**config.mk**
```make
export PLATFORM = sky130hd
export DESIGN_NAME = mux4_rr_arbiter_flat
export DESIGN_NICKNAME = d
export VERILOG_FILES = /design/src/rtl/mux4_rr_arbiter_if.sv /design/src/rtl/mux4_rr_arbiter.sv /design/src/flat_wrapper.sv
export SDC_FILE = /design/constraint.sdc
export NUM_CORES = 1
export LEC_CHECK = 0
export ABC_AREA = 1
export CAP_MARGIN = 20
export CORE_UTILIZATION = 45
export DETAILED_ROUTE_END_ITERATION = 8
export HOLD_SLACK_MARGIN = 0.08
export MAX_ROUTING_LAYER = met4
export PLACE_DENSITY = 0.66
export RECOVER_POWER = 25
export SLEW_MARGIN = 40
export SYNTH_ARGS = -nofsm -noshare
export SYNTH_HDL_FRONTEND = slang
export SYNTH_SLANG_ARGS = --single-unit
```
**constraint.sdc**
```tcl
create_clock -name clk -period 3.1 [get_ports clk]
set_input_delay 0.62 -clock clk [delete_from_list [all_inputs] [get_ports clk]]
set_output_delay 0.62 -clock clk [all_outputs]
set_load 0.05 [all_outputs]
```
**src/rtl/mux4_rr_arbiter_if.sv**
```systemverilog
// Request/grant bundle between four requesters and the shared-mux arbiter.
// Handshake: a requester holds req[i] until it sees gnt[i]; the grant persists while req[i] stays high, up to MAX_HOLD cycles.
interface mux4_rr_arbiter_if #(
  parameter int MAX_HOLD = 8
);
  localparam int CNT_W = (MAX_HOLD > 1) ? $clog2(MAX_HOLD) : 1;

  logic [3:0]       req;
  logic [3:0]       gnt;
  logic [1:0]       sel;
  logic             sel_valid;
  logic [CNT_W-1:0] tenure;
  logic             state_dbg;   // 1 while an owner holds the grant

  modport master (
    output req,
    input  gnt, sel, sel_valid, tenure, state_dbg
  );

  modport slave (
    input  req,
    output gnt, sel, sel_valid, tenure, state_dbg
  );
endinterface

```
**src/rtl/mux4_rr_arbiter.sv**
```systemverilog
// Round-robin arbiter driving the select of a shared 4:1 mux, with a bounded
// grant tenure. All outputs are registered; no combinational req-to-output path.
module mux4_rr_arbiter #(
  parameter int MAX_HOLD = 8
) (
  input  logic              clk,
  input  logic              rst_n,
  mux4_rr_arbiter_if.slave  bus
);
  localparam int CNT_W = (MAX_HOLD > 1) ? $clog2(MAX_HOLD) : 1;
  localparam logic [CNT_W-1:0] TEN_MAX = CNT_W'(MAX_HOLD - 1);

  typedef enum logic {IDLE, GRANT} state_t;

  state_t           state_q;
  logic [3:0]       gnt_q;
  logic [1:0]       sel_q;
  logic             sel_valid_q;
  logic [CNT_W-1:0] tenure_q;
  logic [1:0]       ptr_q;

  logic             rel;
  logic [1:0]       base;
  logic [1:0]       win;
  logic             found;

  // On release the search already uses the advanced pointer, so the handover
  // to the next owner happens at the same edge with no idle cycle.
  always_comb begin
    rel   = (state_q == GRANT) && (!bus.req[sel_q] || (tenure_q == TEN_MAX));
    base  = rel ? (sel_q + 2'd1) : ptr_q;
    found = 1'b0;
    win   = base;
    for (int k = 3; k >= 0; k--) begin
      if (bus.req[base + 2'(k)]) begin
        found = 1'b1;
        win   = base + 2'(k);
      end
    end
  end

  always_ff @(posedge clk or negedge rst_n) begin
    if (!rst_n) begin
      state_q     <= IDLE;
      gnt_q       <= 4'b0000;
      sel_q       <= 2'd0;
      sel_valid_q <= 1'b0;
      tenure_q    <= '0;
      ptr_q       <= 2'd0;
    end else begin
      case (state_q)
        IDLE: begin
          tenure_q <= '0;
          if (found) begin
            state_q     <= GRANT;
            gnt_q       <= 4'b0001 << win;
            sel_q       <= win;
            sel_valid_q <= 1'b1;
          end
        end
        GRANT: begin
          if (rel) begin
            ptr_q    <= sel_q + 2'd1;
            tenure_q <= '0;
            if (found) begin
              gnt_q <= 4'b0001 << win;
              sel_q <= win;
            end else begin
              // sel is left as-is; it is meaningless while sel_valid is low
              state_q     <= IDLE;
              gnt_q       <= 4'b0000;
              sel_valid_q <= 1'b0;
            end
          end else begin
            tenure_q <= tenure_q + 1'b1;
          end
        end
        default: state_q <= IDLE;
      endcase
    end
  end

  assign bus.gnt       = gnt_q;
  assign bus.sel       = sel_q;
  assign bus.sel_valid = sel_valid_q;
  assign bus.tenure    = tenure_q;
  assign bus.state_dbg = (state_q == GRANT);
endmodule

```
**src/flat_wrapper.sv**
```systemverilog
// flat-port wrapper written by rule: the top's interface ports become plain ports
module mux4_rr_arbiter_flat 
#(
  parameter int MAX_HOLD = 8
)
  (clk, rst_n, bus_req, bus_gnt, bus_sel, bus_sel_valid, bus_tenure, bus_state_dbg);
  mux4_rr_arbiter_if #(.MAX_HOLD(MAX_HOLD)) bus_i ();
  input  logic clk;
  input  logic rst_n;
  input wire logic [$bits(bus_i.req)-1:0] bus_req;
  output wire logic [$bits(bus_i.gnt)-1:0] bus_gnt;
  output wire logic [$bits(bus_i.sel)-1:0] bus_sel;
  output wire logic [$bits(bus_i.sel_valid)-1:0] bus_sel_valid;
  output wire logic [$bits(bus_i.tenure)-1:0] bus_tenure;
  output wire logic [$bits(bus_i.state_dbg)-1:0] bus_state_dbg;
  assign bus_i.req = bus_req;
  assign bus_gnt = bus_i.gnt;
  assign bus_sel = bus_i.sel;
  assign bus_sel_valid = bus_i.sel_valid;
  assign bus_tenure = bus_i.tenure;
  assign bus_state_dbg = bus_i.state_dbg;
  mux4_rr_arbiter #(.MAX_HOLD(MAX_HOLD)) u_core (.clk(clk), .rst_n(rst_n), .bus(bus_i));
endmodule
```
# Word-level counts from Yosys, hierarchy flattened
# Index checks and enable logic that the tools add are counted.
# W data, S select, Z words.
[classes] add_sub_neg=5 n_mul=0 n_div=0 order_cmp=5 n_eq_ne=4 shifts=1 muxes=35 bitwise_logic=1 reduce_logical=5
[ops] operator="$lt A2 B3 Y1 const B" count=5
[ops] operator="$mux W1" count=14
[ops] operator="$mux W2" count=7
[ops] operator="$mux W4" count=3
[ops] operator="$bmux W1 S2" count=5
[ops] operator="$pmux W4 S2" count=1
[ops] operator="$pmux W3 S2" count=1
[ops] operator="$add A2 B1 Y2 const B" count=2
[ops] operator="$add A2 B2 Y2 const B" count=2
[ops] operator="$ne A2 B2 Y1 const B" count=2
[ops] operator="$pmux W1 S2" count=2
[ops] operator="$pmux W2 S2" count=1
[ops] operator="$shl A1 B2 Y4 const A" count=1
[ops] operator="$add A3 B1 Y3 const B" count=1
[ops] operator="$eq A3 B3 Y1 const B" count=1
[ops] operator="$mux W3" count=1
[ops] operator="$reduce_and A3 Y1" count=1
[ops] operator="$ne A2 B1 Y1 const B" count=1
[ops] operator="$reduce_and A2 Y1" count=1
[ops] operator="$logic_and A1 B1 Y1" count=1
[ops] operator="$logic_not A1 Y1" count=1
[ops] operator="$logic_or A1 B1 Y1" count=1
[ops] operator="$not A1 Y1" count=1
[totals] ff_bits=13 latchBits=0 ram_bits=0 romBits=0 input_bits=6 output_inout_bits=11 word_cells=62 mem_count=0

# Depth between registers and ports, before layout
[depth] depth_word=17 mapped_depth=20 ltp_nobuf=20

# Worst setup path before layout
# OpenSTA, ideal clock, no wires.
[synth_timing] path_type="reg2reg" from="register u_core.tenure_q[0] (netlist: u_core.bus.tenure[0])" to="register u_core.sel_q[0] (netlist: u_core.bus.sel[0])" setup_time_ps=119 arrival_ps=2149 t_required_ps=2981 path_slack_ps=832 stages_incl_launch_ff=18 n_path_buf=0 period_less_slack_ps=2268 path_cell_list="dfrtp_1 ha_1 ha_1 inv_1 nand2_4 nand2_8 nand2_8 nand2_8 nand2_2 nand2_2 nand2_2 nand2_2 nor2_1 nand2_2 nand2_4 inv_2 nor2_1 nor2_1"
[synth_between] elab_chain_len=14 word_cells_on_any_way=27 cone_classes="add/sub: 3; eq/ne: 2; mux: 20; reduce/logical: 2"
[synth_rtl] element="from (decl)" line="mux4_rr_arbiter.sv:19" source="logic [CNT_W-1:0] tenure_q;"
[synth_rtl] element="from (signal assigned)" line="mux4_rr_arbiter.sv:75" source="tenure_q <= tenure_q + 1'b1;"
[synth_rtl] element="$eq A3 B3 Y1 *" line="mux4_rr_arbiter.sv:30" source="rel = (state_q == GRANT) && (!bus.req[sel_q] || (tenure_q == TEN_MAX));"
[synth_rtl] element="$logic_or A1 B1 Y1 *" line="mux4_rr_arbiter.sv:30"
[synth_rtl] element="$logic_and A1 B1 Y1 *" line="mux4_rr_arbiter.sv:30"
[synth_rtl] element="$mux W2"
[synth_rtl] element="$add A2 B2 Y2" line="mux4_rr_arbiter.sv:35, mux4_rr_arbiter.sv:37"
[synth_rtl] element="$bmux W1 S2" line="mux4_rr_arbiter.sv:35" source="if (bus.req[base + 2'(k)]) begin"
[synth_rtl] element="$mux W1 (implied by the code)" line="mux4_rr_arbiter.sv:35"
[synth_rtl] element="$mux W2 / $mux W1 (equally long branches) (4 in series)" line="mux4_rr_arbiter.sv:35"
[synth_rtl] element="$mux W2" line="mux4_rr_arbiter.sv:54, mux4_rr_arbiter.sv:65"
[synth_rtl] element="$mux W2" line="mux4_rr_arbiter.sv:62" source="if (rel) begin"
[synth_rtl] element="$pmux W2 S2" line="mux4_rr_arbiter.sv:51" source="case (state_q)"
[synth_rtl] element="to (signal assigned)" line="mux4_rr_arbiter.sv:57" source="sel_q <= win;"
[synth_rtl] element="to (signal assigned)" line="mux4_rr_arbiter.sv:67" source="sel_q <= win;"
[synth_rtl] element="to (decl)" line="mux4_rr_arbiter.sv:17" source="logic [1:0] sel_q;"
# Every way passes the cells marked *; elsewhere a longest branch is shown, timed or not. The select of a mux whose other input is x is not followed.
# A chain may end at the register's enable or synchronous reset.

# Worst setup path in the final report
[layout_timing] from="input bus_req[3]" to="register u_core.gnt_q[1] (netlist: u_core.bus.gnt[1])"
[layout_between] elab_chain_len=17 word_cells_on_any_way=33 cone_classes="add/sub: 3; eq/ne: 2; shift: 1; mux: 23; reduce/logical: 4"
[layout_rtl] element="from (decl)" line="flat_wrapper.sv:10" source="input wire logic [$bits(bus_i.req)-1:0] bus_req;"
[layout_rtl] element="$bmux W1 S2" line="mux4_rr_arbiter.sv:30"
[layout_rtl] element="$mux W1 (implied by the code)" line="mux4_rr_arbiter.sv:30"
[layout_rtl] element="$logic_not A1 Y1" line="mux4_rr_arbiter.sv:30"
[layout_rtl] element="$logic_or A1 B1 Y1" line="mux4_rr_arbiter.sv:30"
[layout_rtl] element="$logic_and A1 B1 Y1" line="mux4_rr_arbiter.sv:30"
[layout_rtl] element="$mux W2"
[layout_rtl] element="$add A2 B2 Y2" line="mux4_rr_arbiter.sv:35, mux4_rr_arbiter.sv:37"
[layout_rtl] element="$bmux W1 S2" line="mux4_rr_arbiter.sv:35"
[layout_rtl] element="$mux W1 (implied by the code)" line="mux4_rr_arbiter.sv:35"
[layout_rtl] element="$mux W2 (4 in series)" line="mux4_rr_arbiter.sv:35"
[layout_rtl] element="$shl A1 B2 Y4" line="mux4_rr_arbiter.sv:56, mux4_rr_arbiter.sv:66"
[layout_rtl] element="$mux W4" line="mux4_rr_arbiter.sv:65" source="if (found) begin"
[layout_rtl] element="$mux W4" line="mux4_rr_arbiter.sv:62"
[layout_rtl] element="$pmux W4 S2" line="mux4_rr_arbiter.sv:51"
[layout_rtl] element="to (signal assigned)" line="mux4_rr_arbiter.sv:56" source="gnt_q <= 4'b0001 << win;"
[layout_rtl] element="to (signal assigned)" line="mux4_rr_arbiter.sv:66" source="gnt_q <= 4'b0001 << win;"
[layout_rtl] element="to (decl)" line="mux4_rr_arbiter.sv:16" source="logic [3:0] gnt_q;"
# Parallel ways exist; a longest one is shown, timed or not. The select of a mux whose other input is x is not followed.

==> summary.txt <==
outcome -> completed
worst slew pin tran -> 0.568 ns
total gr overflow -> 0
Final #Nets -> 161
io pins -> 17
TNS Setup -> 0 ns
total wire length -> 2040 µm
# diodes -> 0
clock skew -> 0.00240 ns
DIE HEIGHT -> 49.2 µm
slew margin rel. -> 0.620
Final Setup Violations -> 0
Ys Warns -> 0
Clock Path Buffers -> 2
drt wl/cell -> 11.4 µm
count leader, synth -> nand2_1
Post-CTS Setup Bufs -> 0
post-synthesis register bit count -> 13
RSZ-0062 raised after global routing -> no
CTS tree -> done
post-CTS resize count -> 0
first-pass GRT wire length -> 3640 µm
largest net degree at the start of global routing -> 14
cell taking the most area after synthesis -> dfrtp_1
worst reg2reg setup slack -> 0.90 ns
Post-Syn Nets -> 140
maxcap violations -> 0
Tmin final -> 2.46 ns
placed wire-length estimate -> 1600 µm
Skew-Pair Late Insertion Delay -> 0.27 ns
H-tree levels -> 1
Core ar. -> 0.00202 mm²
Global Route Usage Sum -> 0.199
sequential-to-total area share from yosys stat -> 0.324
capturing point of the worst reg2reg path -> u_core.bus.gnt[1]
mapped cell area -> 0.00100 mm²
initial antenna violation count -> 0
initial drt markers -> 8
top cells by count, synth -> 34 x nand2_1, 18 x nand2_2, 17 x nand3_1, 15 x inv_1, 13 x dfrtp_1
count of pins over their slew limit -> 0
Critical Path End Type -> flip-flop
CTS root buf -> clkbuf_4
Place WS -> 0.364 ns
Post-CTS Hold Buffers -> 0
area share of the largest cell type after synthesis -> 0.324
vias in the first global route -> 797
Die Width -> 49.2 µm
hold path start -> u_core.bus.tenure[0]
Rows -> 16
ys flop type -> dfrtp_1
Die Footprint -> 0.00242 mm²
GPL Wtd Cong -> 0.888
top post-synthesis cells by area -> dfrtp_1 32%, nand2_1 13%, nand2_2 11%
Hold Path Class -> flip-flop to flip-flop
PortBufs -> 16
Worst setup SP type -> input port
Reg2Reg Depth -> 16
number of remaining DRC errors -> 0
Hold Path Sink -> u_core.bus.tenure[0]
Reg-to-Reg Start -> u_core.bus.tenure[0]
Crit Path Class -> input port to flip-flop
Synth Area per Inst -> 7.60 µm²
Num CTS Buffers -> 3
vias per cell -> 4.74
post-route ant nets -> 0
EDFF count, synth -> 0
worst setup margin -> 0.642 ns
crit share post-route -> 0.793
post-synthesis async set-or-reset flop share -> 1.00
fraction of layout cells with a size suffix above 1 -> 0.263
WHS Path Cells -> 1
Initial Util -> 0.496
fmax -> 0.407 GHz
first drt pass iteration count -> 4
CTS Sinks -> 13
CP arrival -> 2.62 ns
Cell variety after synth -> 16
crit path max fanout -> 9
vias -> 848
area grow syn2layout -> 22.1%
cells after synthesis -> 132
CTS clk-pin slew, worst paths -> 0.08 ns
Fin. Hold Viols -> 0
WP data required -> 3.27 ns
-- cell type report --
| cell class | instances | area (µm²) |
|---|---|---|
| Sequential cell | 13 | 325 |
| Multi-Input combinational cell | 101 | 611 |
| Clock buffer | 3 | 22.5 |
| Inverter | 18 | 67.6 |
| Tap cell | 27 | 33.8 |
| Clock inverter | 1 | 5.00 |
| Timing Repair Buffer | 16 | 160 |
| Fill cell | 187 | 797 |
-- per-stage QoR --
| stage | std cells | area (µm²) | util | hold WS, ns |
|---|---|---|---|---|
| 6_report | 179 | 1220 | 0.606 | 0.480 |
| 3_5_place_dp | 175 | 1200 | 0.592 | 0.473 |
| 4_1_cts | 179 | 1220 | 0.606 | 0.486 |
| 2_1_floorplan | 132 | 1000 | - | 0.324 |
| 5_1_grt | 179 | 1220 | 0.606 | 0.493 |
| 3_3_place_gp | 175 | 1200 | 0.592 | 0.450 |
-- placed cells by master, fill, tap and decap left out --
master	instances
nand3_1	17
dlygate4sd3_1	1
o21ai_1	2
nand3_2	4
nand2_4	7
and2_1	1
xor2_1	1
ha_1	2
nand2_2	18
inv_2	3
clkdlybuf4s50_1	15
inv_1	15
dfrtp_1	13
clkinv_2	1
nor2_1	10
nand3b_1	1
nand2_1	34
nand2_8	3
nor2_4	1
clkbuf_4	3
-- flip-flops by register name, indices dropped and copies added, names as in the netlist --
signal                cells
u_core.bus.state_dbg      1
u_core.bus.tenure         3
u_core.bus.gnt            4
u_core.bus.sel            2
u_core.ptr_q              2
u_core.bus.sel_valid      1
-- per-layer routing --
metal / vias up / track usage / wire length [µm]
li1: 450 / - / -
met2: 13 / 0.290 / 879
met1: 385 / 0.282 / 1100
met5: - / - / 0
met4: 0 / 0.0294 / 0
met3: 0 / 0.0467 / 59
-- cell families (layout without fill, tap and decap cells) --
group | count (synthesis) | after routing | share of synthesized area
xor+xnor | 1 | 1 | 0.00873
flops | 13 | 13 | 0.324
buf+inv | 18 | 38 | 0.0673
simple gates | 96 | 96 | 0.565
fa+ha+maj | 2 | 2 | 0.0249
compound gates | 2 | 2 | 0.00998
-- worst max path at each step --
stage                                    start                end  slack, ns  cells after the start
after floorplan           u_core.bus.tenure[0]  u_core.bus.sel[0]       0.83                     17
after global placement              bus_req[3]  u_core.bus.gnt[3]       0.38                     19
after detailed placement            bus_req[3]  u_core.bus.sel[0]       0.36                     19
after CTS                           bus_req[3]  u_core.bus.gnt[1]       0.64                     19
after global routing                bus_req[3]  u_core.bus.gnt[1]       0.45                     19
final                               bus_req[3]  u_core.bus.gnt[1]       0.64                     19
-- worst max-delay path, stage by stage --
cell	delay [ns]
clkdlybuf4s50_1	0.42
inv_1	0.11
nand2_1	0.06
nand3_1	0.09
nand2_2	0.06
nand2_4	0.11
nand2_8	0.11
nand2_8	0.10
nand2_8	0.08
nand2_2	0.07
nand2_2	0.06
nand2_1	0.10
nand2_2	0.07
nor2_1	0.12
nand2_2	0.13
nand2_4	0.10
inv_2	0.06
nand3_1	0.07
nand2_1	0.06
Power is not shown: default switching activity piles up to over one toggle a cycle in this logic, so the estimate is an artifact.
